--- config.mk ---
export PLATFORM = sky130hd
export DESIGN_NAME = rr_mux_n_flat
export DESIGN_NICKNAME = d
export VERILOG_FILES = /design/src/rtl/rr_mux_pkg.sv /design/src/rtl/rr_mux_n_if.sv /design/src/rtl/rr_arbiter.sv /design/src/rtl/rr_mux_n.sv /design/src/flat_wrapper.sv
export SDC_FILE = /design/constraint.sdc
export NUM_CORES = 1
export LEC_CHECK = 0
export ABC_AREA = 0
export CAP_MARGIN = 20
export CORE_MARGIN = 2
export CORE_UTILIZATION = 44
export CTS_CLUSTER_SIZE = 40
export DETAILED_ROUTE_END_ITERATION = 6
export PLACE_DENSITY = 0.85
export RECOVER_POWER = 50
export SYNTH_ARGS = -nofsm -noshare
export SYNTH_HDL_FRONTEND = slang
export SYNTH_SLANG_ARGS = --single-unit
--- constraint.sdc ---
create_clock -name clk -period 15 [get_ports clk]
set_clock_uncertainty 0.15 [all_clocks]
set_input_delay 3 -clock clk [delete_from_list [all_inputs] [get_ports clk]]
set_output_delay 3 -clock clk [all_outputs]
set_load 0.01 [all_outputs]
--- src/rtl/rr_mux_pkg.sv ---
// Shared constants and helpers for the round-robin channel multiplexer family.
package rr_mux_pkg;

   localparam int ARB_FIXED = 0;
   localparam int ARB_RR    = 1;

   // Width of a channel index; a 1-channel select still needs one bit.
   function automatic int sel_w(input int n);
      return (n <= 2) ? 1 : $clog2(n);
   endfunction

endpackage

--- src/rtl/rr_mux_n_if.sv ---
// Producer-side and consumer-side handshake bundle of rr_mux_n.
// The mux holds the slave view. The environment holds the master view.
interface rr_mux_n_if #(
   parameter int N = 4,
   parameter int W = 8
);
   import rr_mux_pkg::*;

   localparam int SEL_W = sel_w(N);

   // A transfer on either side happens on a rising edge where valid && ready.
   logic [N-1:0]     in_valid;
   logic [N*W-1:0]   in_data;
   logic [N-1:0]     in_ready;
   logic             out_valid;
   logic [W-1:0]     out_data;
   logic [SEL_W-1:0] out_sel;
   logic             out_ready;

   modport master (
      output in_valid, in_data, out_ready,
      input  in_ready, out_valid, out_data, out_sel
   );

   modport slave (
      input  in_valid, in_data, out_ready,
      output in_ready, out_valid, out_data, out_sel
   );

endinterface

--- src/rtl/rr_arbiter.sv ---
// Combinational N-way arbiter: round-robin from i_ptr, or fixed priority with channel 0 highest.
// The pointer register belongs to the caller.
module rr_arbiter
   import rr_mux_pkg::*;
#(
   parameter int N  = 4,
   parameter int RR = ARB_RR
) (
   input  logic [N-1:0]        i_req,
   input  logic [sel_w(N)-1:0] i_ptr,
   output logic [sel_w(N)-1:0] o_grant,
   output logic                o_grant_valid
);

   localparam int SEL_W = sel_w(N);

   int w_dist;
   int w_best;

   // The winner is the requester nearest to i_ptr in scan order (RR) or the lowest index.
   always_comb begin
      o_grant       = '0;
      o_grant_valid = 1'b0;
      w_dist        = 0;
      w_best        = N;
      for (int i = 0; i < N; i++) begin
         if (i_req[i]) begin
            if (RR == ARB_RR)
               w_dist = (i >= int'(i_ptr)) ? i - int'(i_ptr) : i + N - int'(i_ptr);
            else
               w_dist = i;
            if (w_dist < w_best) begin
               w_best        = w_dist;
               o_grant       = SEL_W'(i);
               o_grant_valid = 1'b1;
            end
         end
      end
   end

endmodule

--- src/rtl/rr_mux_n.sv ---
// Registered N-to-1 stream multiplexer with hardware-chosen select and output backpressure.
// in_ready depends combinationally on out_ready.
module rr_mux_n
   import rr_mux_pkg::*;
#(
   parameter int N  = 4,
   parameter int W  = 8,
   parameter int RR = ARB_RR
) (
   input  logic                clk,
   input  logic                rst,
   rr_mux_n_if.slave           bus,
   output logic [sel_w(N)-1:0] o_dbg_ptr
);

   localparam int SEL_W = sel_w(N);

   logic [SEL_W-1:0] r_ptr;
   logic             r_out_valid;
   logic [W-1:0]     r_out_data;
   logic [SEL_W-1:0] r_out_sel;

   logic [SEL_W-1:0] w_grant;
   logic             w_grant_valid;
   logic             w_space;
   logic             w_load;
   logic [N-1:0]     w_in_ready;
   logic [W-1:0]     w_sel_data;
   logic [SEL_W-1:0] w_ptr_next;

   rr_arbiter #(
      .N  (N),
      .RR (RR)
   ) u_arb (
      .i_req         (bus.in_valid),
      .i_ptr         (r_ptr),
      .o_grant       (w_grant),
      .o_grant_valid (w_grant_valid)
   );

   // The output slot is free when it is empty or is being drained on this edge.
   assign w_space = !r_out_valid || bus.out_ready;
   assign w_load  = w_space && w_grant_valid && !rst;

   always_comb begin
      w_in_ready = '0;
      w_sel_data = '0;
      for (int i = 0; i < N; i++) begin
         if (w_grant == SEL_W'(i)) begin
            w_in_ready[i] = w_load;
            w_sel_data    = bus.in_data[i*W +: W];
         end
      end
   end

   assign w_ptr_next = (RR != ARB_RR || w_grant == SEL_W'(N - 1)) ? '0 : w_grant + 1'b1;

   always_ff @(posedge clk) begin
      if (rst) begin
         r_ptr       <= '0;
         r_out_valid <= 1'b0;
         r_out_data  <= '0;
         r_out_sel   <= '0;
      end else if (w_load) begin
         r_ptr       <= w_ptr_next;
         r_out_valid <= 1'b1;
         r_out_data  <= w_sel_data;
         r_out_sel   <= w_grant;
      end else if (r_out_valid && bus.out_ready) begin
         r_out_valid <= 1'b0;
      end
   end

   assign bus.in_ready  = w_in_ready;
   assign bus.out_valid = r_out_valid;
   assign bus.out_data  = r_out_data;
   assign bus.out_sel   = r_out_sel;
   assign o_dbg_ptr     = r_ptr;

endmodule

--- src/flat_wrapper.sv ---
// flat-port wrapper written by rule: the top's interface ports become plain ports
module rr_mux_n_flat import rr_mux_pkg::*;
#(
   parameter int N  = 4,
   parameter int W  = 8,
   parameter int RR = ARB_RR
)
  (clk, rst, o_dbg_ptr, bus_in_valid, bus_in_data, bus_out_ready, bus_in_ready, bus_out_valid, bus_out_data, bus_out_sel);
  rr_mux_n_if #(.N(N), .W(W)) bus_i ();
  input  logic clk;
  input  logic rst;
  output logic [sel_w(N)-1:0] o_dbg_ptr;
  input wire logic [$bits(bus_i.in_valid)-1:0] bus_in_valid;
  input wire logic [$bits(bus_i.in_data)-1:0] bus_in_data;
  input wire logic [$bits(bus_i.out_ready)-1:0] bus_out_ready;
  output wire logic [$bits(bus_i.in_ready)-1:0] bus_in_ready;
  output wire logic [$bits(bus_i.out_valid)-1:0] bus_out_valid;
  output wire logic [$bits(bus_i.out_data)-1:0] bus_out_data;
  output wire logic [$bits(bus_i.out_sel)-1:0] bus_out_sel;
  assign bus_i.in_valid = bus_in_valid;
  assign bus_i.in_data = bus_in_data;
  assign bus_i.out_ready = bus_out_ready;
  assign bus_in_ready = bus_i.in_ready;
  assign bus_out_valid = bus_i.out_valid;
  assign bus_out_data = bus_i.out_data;
  assign bus_out_sel = bus_i.out_sel;
  rr_mux_n #(.N(N), .W(W), .RR(RR)) u_core (.clk(clk), .rst(rst), .bus(bus_i), .o_dbg_ptr(o_dbg_ptr));
endmodule
==> reports/summary.txt, run 1 <==
status: completed
pwr/cell area: 132 mW/mm^2
CTS tree: built
Area Growth Syn to Fin: 45.7%
First-pass DRT Iterations: 4
Crit Path Class: input pin to primary output
IO buf count: 55
total CTS buffers: 3
via count: 1,464
Leakage: 0.714 nW
CTS resizes: 0
Routability Congestion: 0.896
post-CTS setup buffers: 0
fraction of layout cells with a size suffix above 1: 0.0485
synth top area cells: dfxtp_1, ha_1, o221ai_1, nand2_1, nand3_1
n_diodes: 0
die footprint: 0.00318 sq mm
HP Class: register to register
Clock Latency Late Sink: 0.27 ns
gr ovfl total: 0
Finished Layout Cells: 236
maximum root-to-sink buffer count: 2
Final Cycle Share: 0.846
# clock sinks: 13
Max Cap Viol: 0
setup TNS: 0 ns
final-report hold violation count: 0
fmax: 0.0788 GHz
Die X: 56.4 um
RSZ-0062 raised after global routing: no
fillcell total: 206
post-detailed-route count of antenna-violating nets: 0
ys flop type: dfxtp_1
pin count of the biggest net entering global routing: 24
wire per inst: 16.4 um
placed insts: 232
final WL: 3880 um
DRC: 0
Syn. warnings: 0
CTS Hold Bufs: 0
crit path capture type: primary output
commonest non-fill, non-tap cells in the layout: clkdlybuf4s50_1, nand2_1, nand3_1
Max-slew headroom: 0.367
Synth area leader: dfxtp_1
die span in y: 56.4 um
first-pass GRT wire length: 6440 um
total power draw: 0.233 mW
# setup viols final: 0
syn_nets: 207
worst slack at placement: 2.88 ns
post-synth top area share: 0.216
DP HPWL: 2970 um
async set-or-reset flop fraction in the synthesized netlist: 0
CTS H-tree lvls: 1
# rows: 18
Synth Instances: 157
initial antenna violation count: 0
critical-path maximum fanout: 23
Worst Setup Slack, final: 2.31 ns
crit path DAT: 9.54 ns
Slew @ Worst Pin: 0.945 ns
via/cell ratio: 6.20
Post-synth EDFFs: 0
vias in the first global route: 1,366
Worst Path Required: 11.85 ns
clk root buf: clkbuf_4
Yosys cell types: 40
CP Launch Type: input pin
1st-iter DRT viols: 80
sequential cell area fraction in the yosys report: 0.216
Floorplan Core Area: 0.00254 sq mm
Avg Inst Size Synth: 7.68 sq um
I/O Pins: 56
Max VDD drop: 0.0932 mV
CTS clk-pin slew, worst paths: 0.08 ns
flops & latches, synth: 13
Initial Util: 0.474
fin. max-slew vios: 0
most common cell after layout, fill and taps aside: clkdlybuf4s50_1
Nets: 257
Syn Std Cell Area: 0.00121 sq mm
Tot GR Track Use: 0.252
min cycle time layout: 12.69 ns
## synth_stat cells, drive strengths merged (4+ instances only)
library cell  count
a21oi             4
and2              4
buf               6
clkbuf            4
dfxtp            13
ha               11
inv               9
nand2            26
nand3            18
nand3b            8
nor3              4
o21ai             7
o221ai           16
## flip-flops by register name (all words and copies together) (netlist names)
name	cells
u_core.bus.out_data	8
u_core.bus.out_valid	1
u_core.o_dbg_ptr	2
u_core.bus.out_sel	2
## final cells by class
| type | count | area, sq um | share of cell area |
|---|---|---|---|
| flip-flops and latches | 13 | 260 | 0.148 |
| repair buffers | 55 | 551 | 0.313 |
| inverters | 9 | 33.8 | 0.0192 |
| multi-input cells | 125 | 850 | 0.483 |
| clock buffers | 4 | 26.3 | 0.0149 |
| well taps | 30 | 37.5 | 0.0214 |
## per-layer routing
layer	vias up	track usage	wire, um
li1	686	-	-
met3	11	0.0461	355
met1	675	0.372	1740
met5	-	0	0
met2	92	0.382	1720
met4	0	0.0544	69
## worst max-delay path, stage by stage
cell and delay [ns]:
dlygate4sd3_1 0.71, ha_1 0.25, o2bb2ai_1 0.16, a22oi_1 0.75, nor2_1 0.08, a31oi_1 0.25, ha_1 0.27, o21ai_0 0.25
a211o_1 0.21, nand2_1 0.43, nand2_1 0.16, o21ai_0 0.10, ha_1 0.29, o21ai_0 0.08, a211oi_1 0.26, a2bb2oi_1 0.78
o21ai_0 0.31, inv_1 0.14, ha_1 0.33, and2_2 0.20, clkdlybuf4s50_1 0.53
## stage by stage
| stage | utilization | area (sq um) | hold slack, ns |
|---|---|---|---|
| finish | 0.691 | 1760 | 0.352 |
| global route | 0.691 | 1760 | 0.377 |
| CTS | 0.693 | 1760 | 0.365 |
| detailed placement | 0.683 | 1740 | 0.338 |
| global placement | 0.683 | 1740 | 0.330 |
| floorplan | - | 1210 | 0.380 |
## kinds of logic after synthesis
kind of cell | count (synthesis) | synth area share
and+or+nand+nor | 69 | 0.290
AOI/OAI and AO/OA | 45 | 0.305
buffers and inverters | 19 | 0.0747
DFF | 13 | 0.216
adders and majority gates | 11 | 0.114
## path summary, 6_finish.rpt
kind / startpoint / endpoint / slack (ns) / cells after the start
worst min register to register: u_core.bus.out_sel[1]$_SDFFE_PP0P_ / u_core.bus.out_sel[1]$_SDFFE_PP0P_ / 0.35 / 1
worst min-delay path: u_core.bus.out_sel[1]$_SDFFE_PP0P_ / u_core.bus.out_sel[1]$_SDFFE_PP0P_ / 0.35 / 1
worst max register to register: u_core.o_dbg_ptr[1]$_SDFFE_PP0P_ / u_core.bus.out_data[3]$_SDFFE_PP0P_ / 8.06 / 26
worst max-delay path: bus_in_valid[0] / bus_in_ready[0] / 2.31 / 21
## report_power, final
group / internal, mW / switching [mW] / total (mW)
Clock: 0.0103 / 0.0122 / 0.0225
Combinational: 0.0693 / 0.0844 / 0.154
Sequential: 0.0478 / 0.00859 / 0.0564
Power figures use the tool's default switching activity.
==> run 2, diff against run 1 <==
--- a/config.mk
+++ b/config.mk
@@ -8,10 +8,10 @@
 export ABC_AREA = 0
 export CAP_MARGIN = 20
 export CORE_MARGIN = 2
-export CORE_UTILIZATION = 44
+export CORE_UTILIZATION = 37
 export CTS_CLUSTER_SIZE = 40
 export DETAILED_ROUTE_END_ITERATION = 6
-export PLACE_DENSITY = 0.85
+export PLACE_DENSITY = 0.76
 export RECOVER_POWER = 50
 export SYNTH_ARGS = -nofsm -noshare
 export SYNTH_HDL_FRONTEND = slang
==> constraint.sdc (replaced) <==
create_clock -name clk -period 10.7 [get_ports clk]
set_clock_uncertainty 0.15 [all_clocks]
set_input_delay 2.14 -clock clk [delete_from_list [all_inputs] [get_ports clk]]
set_output_delay 2.14 -clock clk [all_outputs]
set_load 0.01 [all_outputs]
==> reports/summary.txt, run 2 (same netlist as run 1, synthesis figures left out) <==
fillcell total: 290 (+41%)
Final Cycle Share: 0.934
Floorplan Core Area: 0.00308 sq mm (+21%)
via/cell ratio: 5.56 (-10%)
Nets: 259 (+0.78%)
min cycle time layout: 10.0 ns
Leakage: 0.726 nW (+1.8%)
pin count of the biggest net entering global routing: 24 (unchanged)
Slew @ Worst Pin: 0.831 ns (-0.114 ns)
clock power share: 0.104 (+0.007)
share of power burned in registers: 0.239 (-0.004)
n_diodes: 0 (unchanged)
Max VDD drop: 0.107 mV (+15%)
DRC: 0 (unchanged)
crit path DAT: 7.71 ns (-1.83 ns)
vias in the first global route: 1,260 (-7.8%)
I/O Pins: 56 (unchanged)
Worst Path Required: 8.41 ns (-3.44 ns)
initial antenna violation count: 0 (unchanged)
CTS resizes: 0 (unchanged)
Routability Congestion: 0.858 (-4.2%)
combinational power share: 0.657 (-0.004)
gr ovfl total: 0 (unchanged)
pwr/cell area: 184 mW/mm^2 (+39%)
IO buf count: 55 (unchanged)
first-pass GRT wire length: 5890 um (-8.5%)
Crit Path Class: input pin to primary output
Max-slew headroom: 0.443 (+0.0760)
final-report hold violation count: 0 (unchanged)
multi-input logic area: 856 sq um (+0.74%)
Placed Area: 0.00177 sq mm (+1.9%)
clk root buf: clkbuf_4
fraction of layout cells with a size suffix above 1: 0.0673 (+0.0188)
First-pass DRT Iterations: 4 (unchanged)
Tot GR Track Use: 0.213 (-0.0394)
sw frac: 0.450 (-0.00267)
die span in y: 61.1 um (+8.4%)
commonest non-fill, non-tap cells in the layout: clkdlybuf4s50_1, nand2_1, nand3_1
CTS H-tree lvls: 1 (unchanged)
Die X: 61.1 um (+8.4%)
Pint: 0.182 mW (+43%)
CTS Hold Bufs: 0 (unchanged)
fmax: 0.100 GHz
sequential cell area: 260 sq um (unchanged)
status: completed
Final Cell Area: 0.00180 sq mm (+2.3%)
slowest CP cell: dlygate4sd3_1
Clock Latency Late Sink: 0.30 ns (+0.03 ns)
most common cell after layout, fill and taps aside: clkdlybuf4s50_1
CTS tree: built
# setup viols final: 0 (unchanged)
Initial Util: 0.392 (-0.0821)
fin. max-slew vios: 0 (unchanged)
final WL: 3790 um (-2.2%)
P_sw: 0.149 mW (+42%)
R2R Path End: u_core.bus.out_data[0]$_SDFFE_PP0P_
Max Cap Viol: 0 (unchanged)
DP HPWL: 2900 um (-2.3%)
# rows: 20 (+2)
worst r2r src: u_core.o_dbg_ptr[1]$_SDFFE_PP0P_
max reg flops: 8 (unchanged)
post-detailed-route count of antenna-violating nets: 0 (unchanged)
crit path launch: bus_in_valid[0]
RSZ-0062 raised after global routing: no
# clock sinks: 13 (unchanged)
via count: 1,402 (-4.2%)
crit path capture type: primary output
1st-iter DRT viols: 104 (+30%)
total CTS buffers: 3 (unchanged)
Area Growth Syn to Fin: 49.1%
CP Launch Type: input pin
crit path cell chain: dlygate4sd3_1, ha_1, o2bb2ai_1, a22oi_1, buf_4, a31oi_1, ha_1, o21ai_0, a211o_1, nand2_1, buf_4, nand2_1, o21ai_0, ha_1, o21ai_0, a211oi_1, a2bb2oi_2, o21ai_0, inv_1, ha_1, and2_2, clkdlybuf4s50_1
wire per inst: 15.1 um (-8.4%)
CTS clk-pin slew, worst paths: 0.09 ns (about the same)
Worst path max stage delay: 0.66 ns (-0.12 ns)
die footprint: 0.00373 sq mm (+18%)
HP Class: register to register
setup TNS: 0 ns (unchanged)
Worst R2R Path Depth: 26 (unchanged)
maximum root-to-sink buffer count: 2 (unchanged)
post-CTS setup buffers: 0 (unchanged)
critical-path maximum fanout: 23 (unchanged)
r2r setup slk: 4.74 ns (-3.32 ns)
critical path capture point: bus_in_ready[0]
-- run 2: cell types whose count changed in the layout (fill, tap and decap cells not counted), sizes merged --
cell and change:
buf +2, clkbuf -1, clkinv +1
-- run 2: power groups by stage --
stage | clock (mW) | combinational (mW) | sequential, mW
after floorplan | 0 | 0.136 | 0.0878
after global placement | 0 | 0.217 | 0.0800
after detailed placement | 0 | 0.221 | 0.0809
after CTS | 0.0349 | 0.223 | 0.0799
after global routing | 0.0369 | 0.240 | 0.0812
final | 0.0344 | 0.218 | 0.0791
-- run 2: final cells by class --
type / instances / area share
multi-input combinational: 125 / 0.476
timing repair buffer: 57 / 0.315
sequential: 13 / 0.145
tap: 44 / 0.0306
inverter: 9 / 0.0188
clock buffer: 3 / 0.0125
clock inverter: 1 / 0.00278
-- run 2: critical path, delay by kind of cell --
| kind | cells | cell delay [ns] |
|---|---|---|
| compound gates | 10 | 2.34 |
| fa+ha+maj | 4 | 1.18 |
| buf+inv | 5 | 1.70 |
| simple gates | 3 | 0.35 |
-- run 2: per-stage QoR --
step	utilization	worst slack [ns]	total power [mW]	std cells	hold slack, ns
3_5_place_dp	0.575	0.873	0.301	248	0.334
4_1_cts	0.584	0.832	0.338	252	0.362
6_report	0.584	0.701	0.331	252	0.349
3_3_place_gp	0.575	1.18	0.297	248	0.330
2_1_floorplan	-	2.48	0.223	157	0.380
5_1_grt	0.584	0.307	0.358	252	0.372
-- run 2: worst min-delay path by stage --
stage	cells after the start	endpoint	start	slack (ns)
after floorplan	2	u_core.bus.out_data[0]$_SDFFE_PP0P_	u_core.bus.out_data[0]$_SDFFE_PP0P_	0.38
after global placement	2	u_core.bus.out_data[0]$_SDFFE_PP0P_	u_core.bus.out_data[0]$_SDFFE_PP0P_	0.33
after detailed placement	2	u_core.bus.out_data[3]$_SDFFE_PP0P_	u_core.bus.out_data[3]$_SDFFE_PP0P_	0.33
after CTS	2	u_core.bus.out_data[7]$_SDFFE_PP0P_	u_core.bus.out_data[7]$_SDFFE_PP0P_	0.36
after global routing	2	u_core.bus.out_data[7]$_SDFFE_PP0P_	u_core.bus.out_data[7]$_SDFFE_PP0P_	0.37
final	2	u_core.bus.out_data[7]$_SDFFE_PP0P_	u_core.bus.out_data[7]$_SDFFE_PP0P_	0.35
-- run 2: routing by layer --
layer,vias up,track usage,part of all wire,wire [um]
met1,650,0.302,0.45,1720
met3,9,0.0567,0.064,244
met5,-,0,0,0
met2,50,0.310,0.46,1760
met4,0,0.0776,0.020,74
li1,693,-,-,-
==> run 3, diff against run 2 <==
==> constraint.sdc (replaced) <==
create_clock -name clk -period 8.9 [get_ports clk]
set_clock_uncertainty 0.15 [all_clocks]
set_input_delay 1.78 -clock clk [delete_from_list [all_inputs] [get_ports clk]]
set_output_delay 1.78 -clock clk [all_outputs]
set_load 0.01 [all_outputs]
==> reports/summary.txt, run 3 (same netlist as run 1, synthesis figures left out) <==
status: completed
Max Cap Viol: 0 (unchanged)
final WL: 3830 um (+0.95%)
placed insts: 250 (+0.81%)
share of power burned in registers: 0.236 (-0.003)
final-report hold violation count: 0 (unchanged)
Area Growth Syn to Fin: 50.9%
die span in y: 61.1 um (unchanged)
crit path cell chain: clkdlybuf4s50_1, ha_1, o2bb2ai_1, a22oi_2, nor2_1, a31oi_1, ha_1, o21ai_0, a211o_1, nand2_1, nand2_1, o21ai_0, ha_1, o21ai_0, a211oi_1, a2bb2oi_2, o21ai_0, inv_1, ha_2, and2_2, clkdlybuf4s50_1
First-pass DRT Iterations: 4 (unchanged)
pin count of the biggest net entering global routing: 22 (-8.3%)
die footprint: 0.00373 sq mm (unchanged)
Tot GR Track Use: 0.220 (+0.00747)
fraction of layout cells with a size suffix above 1: 0.0857 (+0.0184)
IO buf count: 55 (unchanged)
most common cell after layout, fill and taps aside: clkdlybuf4s50_1
# rows: 20 (unchanged)
CP bufs+invs: 3 (-2)
n_diodes: 0 (unchanged)
Max VDD drop: 0.152 mV (+42%)
Slew @ Worst Pin: 0.889 ns (+0.0581 ns)
Max-slew headroom: 0.405 (-0.0389)
crit path capture type: primary output
P_sw: 0.180 mW (+21%)
CTS H-tree lvls: 1 (unchanged)
CTS Hold Bufs: 0 (unchanged)
fin. max-slew vios: 0 (unchanged)
gr ovfl total: 0 (unchanged)
first-pass GRT wire length: 6290 um (+6.7%)
Final Cell Area: 0.00182 sq mm (+1.3%)
Worst Path Required: 6.97 ns (-1.44 ns)
critical-path maximum fanout: 9 (-61%)
Leakage: 0.735 nW (+1.2%)
vias in the first global route: 1,381 (+9.6%)
Finished Layout Cells: 254 (+0.79%)
combinational power share: 0.665 (+0.008)
final core occ: 0.591 (+0.00732)
I/O Pins: 56 (unchanged)
slowest CP cell: clkdlybuf4s50_1
Clock Latency Late Sink: 0.28 ns (-0.02 ns)
Floorplan Core Area: 0.00308 sq mm (unchanged)
Die X: 61.1 um (unchanged)
setup TNS: 0 ns (unchanged)
1st-iter DRT viols: 95 (-8.7%)
Initial Util: 0.392 (unchanged)
CP Launch Type: input pin
Routability Congestion: 0.907 (+5.6%)
pwr/cell area: 224 mW/mm^2 (+21%)
wire per inst: 15.1 um (+0.15%)
clock power share: 0.099 (-0.005)
initial antenna violation count: 0 (unchanged)
# clock sinks: 13 (unchanged)
# setup viols final: 0 (unchanged)
via count: 1,425 (+1.6%)
RSZ-0062 raised after global routing: no
sw frac: 0.443 (-0.00654)
maximum root-to-sink buffer count: 2 (unchanged)
max reg flops: 8 (unchanged)
DP HPWL: 3010 um (+3.9%)
DRC: 0 (unchanged)
crit path DAT: 6.48 ns (-1.23 ns)
clk root buf: clkbuf_4
total power draw: 0.407 mW (+23%)
via/cell ratio: 5.61 (+0.84%)
CTS clk-pin slew, worst paths: 0.09 ns (about the same)
Crit Path Class: input pin to primary output
most frequent CP cell: o21ai_0
Final Cycle Share: 0.944
CTS tree: built
total CTS buffers: 3 (unchanged)
post-detailed-route count of antenna-violating nets: 0 (unchanged)
Pint: 0.227 mW (+24%)
fmax: 0.119 GHz
commonest non-fill, non-tap cells in the layout: clkdlybuf4s50_1, nand2_1, nand3_1
min cycle time layout: 8.41 ns
Nets: 261 (+0.77%)
HP Class: register to register
delay-heaviest family, CP: compound AO/OA/AOI/OAI gates
Worst path max stage delay: 0.63 ns (-0.03 ns)
Placed Area: 0.00179 sq mm (+0.85%)
## run 3: final timing paths
path	from	endpoint	slack, ns	depth (start not counted)
max	bus_in_valid[0]	bus_in_ready[0]	0.49	21
min	u_core.bus.out_data[7]$_SDFFE_PP0P_	u_core.bus.out_data[7]$_SDFFE_PP0P_	0.36	2
max reg2reg	u_core.o_dbg_ptr[1]$_SDFFE_PP0P_	u_core.bus.out_data[3]$_SDFFE_PP0P_	3.76	24
min reg2reg	u_core.bus.out_data[7]$_SDFFE_PP0P_	u_core.bus.out_data[7]$_SDFFE_PP0P_	0.36	2
## run 3: power by group through the flow
stage	Combinational (mW)	Sequential, mW	Clock [mW]
after floorplan	0.163	0.106	0
after global placement	0.268	0.0965	0
after detailed placement	0.274	0.0975	0
after CTS	0.275	0.0969	0.0403
after global routing	0.301	0.0992	0.0430
final	0.271	0.0961	0.0402
## run 3: final cells by class
| class | instances | area, sq um |
|---|---|---|
| fill | 288 | 1260 |
| multi-input combinational | 125 | 863 |
| timing repair buffer | 59 | 581 |
| sequential | 13 | 260 |
| tap | 44 | 55.1 |
| inverter | 9 | 33.8 |
| clock buffer | 3 | 22.5 |
| clock inverter | 1 | 5.00 |
## run 3: routing by layer
metal / share of wire / track usage
met5: 0 / 0
met4: 0.0013 / 0.0404
met3: 0.065 / 0.0441
met2: 0.49 / 0.353
met1: 0.44 / 0.311
## run 3: worst reg2reg max path, cell delays in order, from the launching register on
cell and delay [ns]:
dfxtp_1 0.45, inv_1 0.16, ha_1 0.23, and2_1 0.18, ha_1 0.21, o2bb2ai_1 0.35
a22oi_2 0.20, a31oi_1 0.28, ha_1 0.28, o21ai_0 0.23, a211o_1 0.20, nand2_1 0.10
nand2_1 0.07, o21ai_0 0.08, ha_1 0.28, o21ai_0 0.07, a211oi_1 0.27, a2bb2oi_2 0.20
o21ai_0 0.15, inv_1 0.12, ha_2 0.27, nand3_1 0.09, nand3_1 0.08, o221ai_1 0.12
o221ai_1 0.23
## run 3: through the flow
step                hold slack, ns  setup slack (ns)
floorplan                    0.380              1.40
global placement             0.327             0.629
detailed placement           0.336             0.352
CTS                          0.359             0.341
global route                 0.390            0.0366
finish                       0.355             0.495
## run 3: what timing repair did
action / 4_1_cts / 5_1_grt
buffers inserted: 0 / 0
endpoints found under the setup margin: 0 / 2
resized for setup: 0 / 2
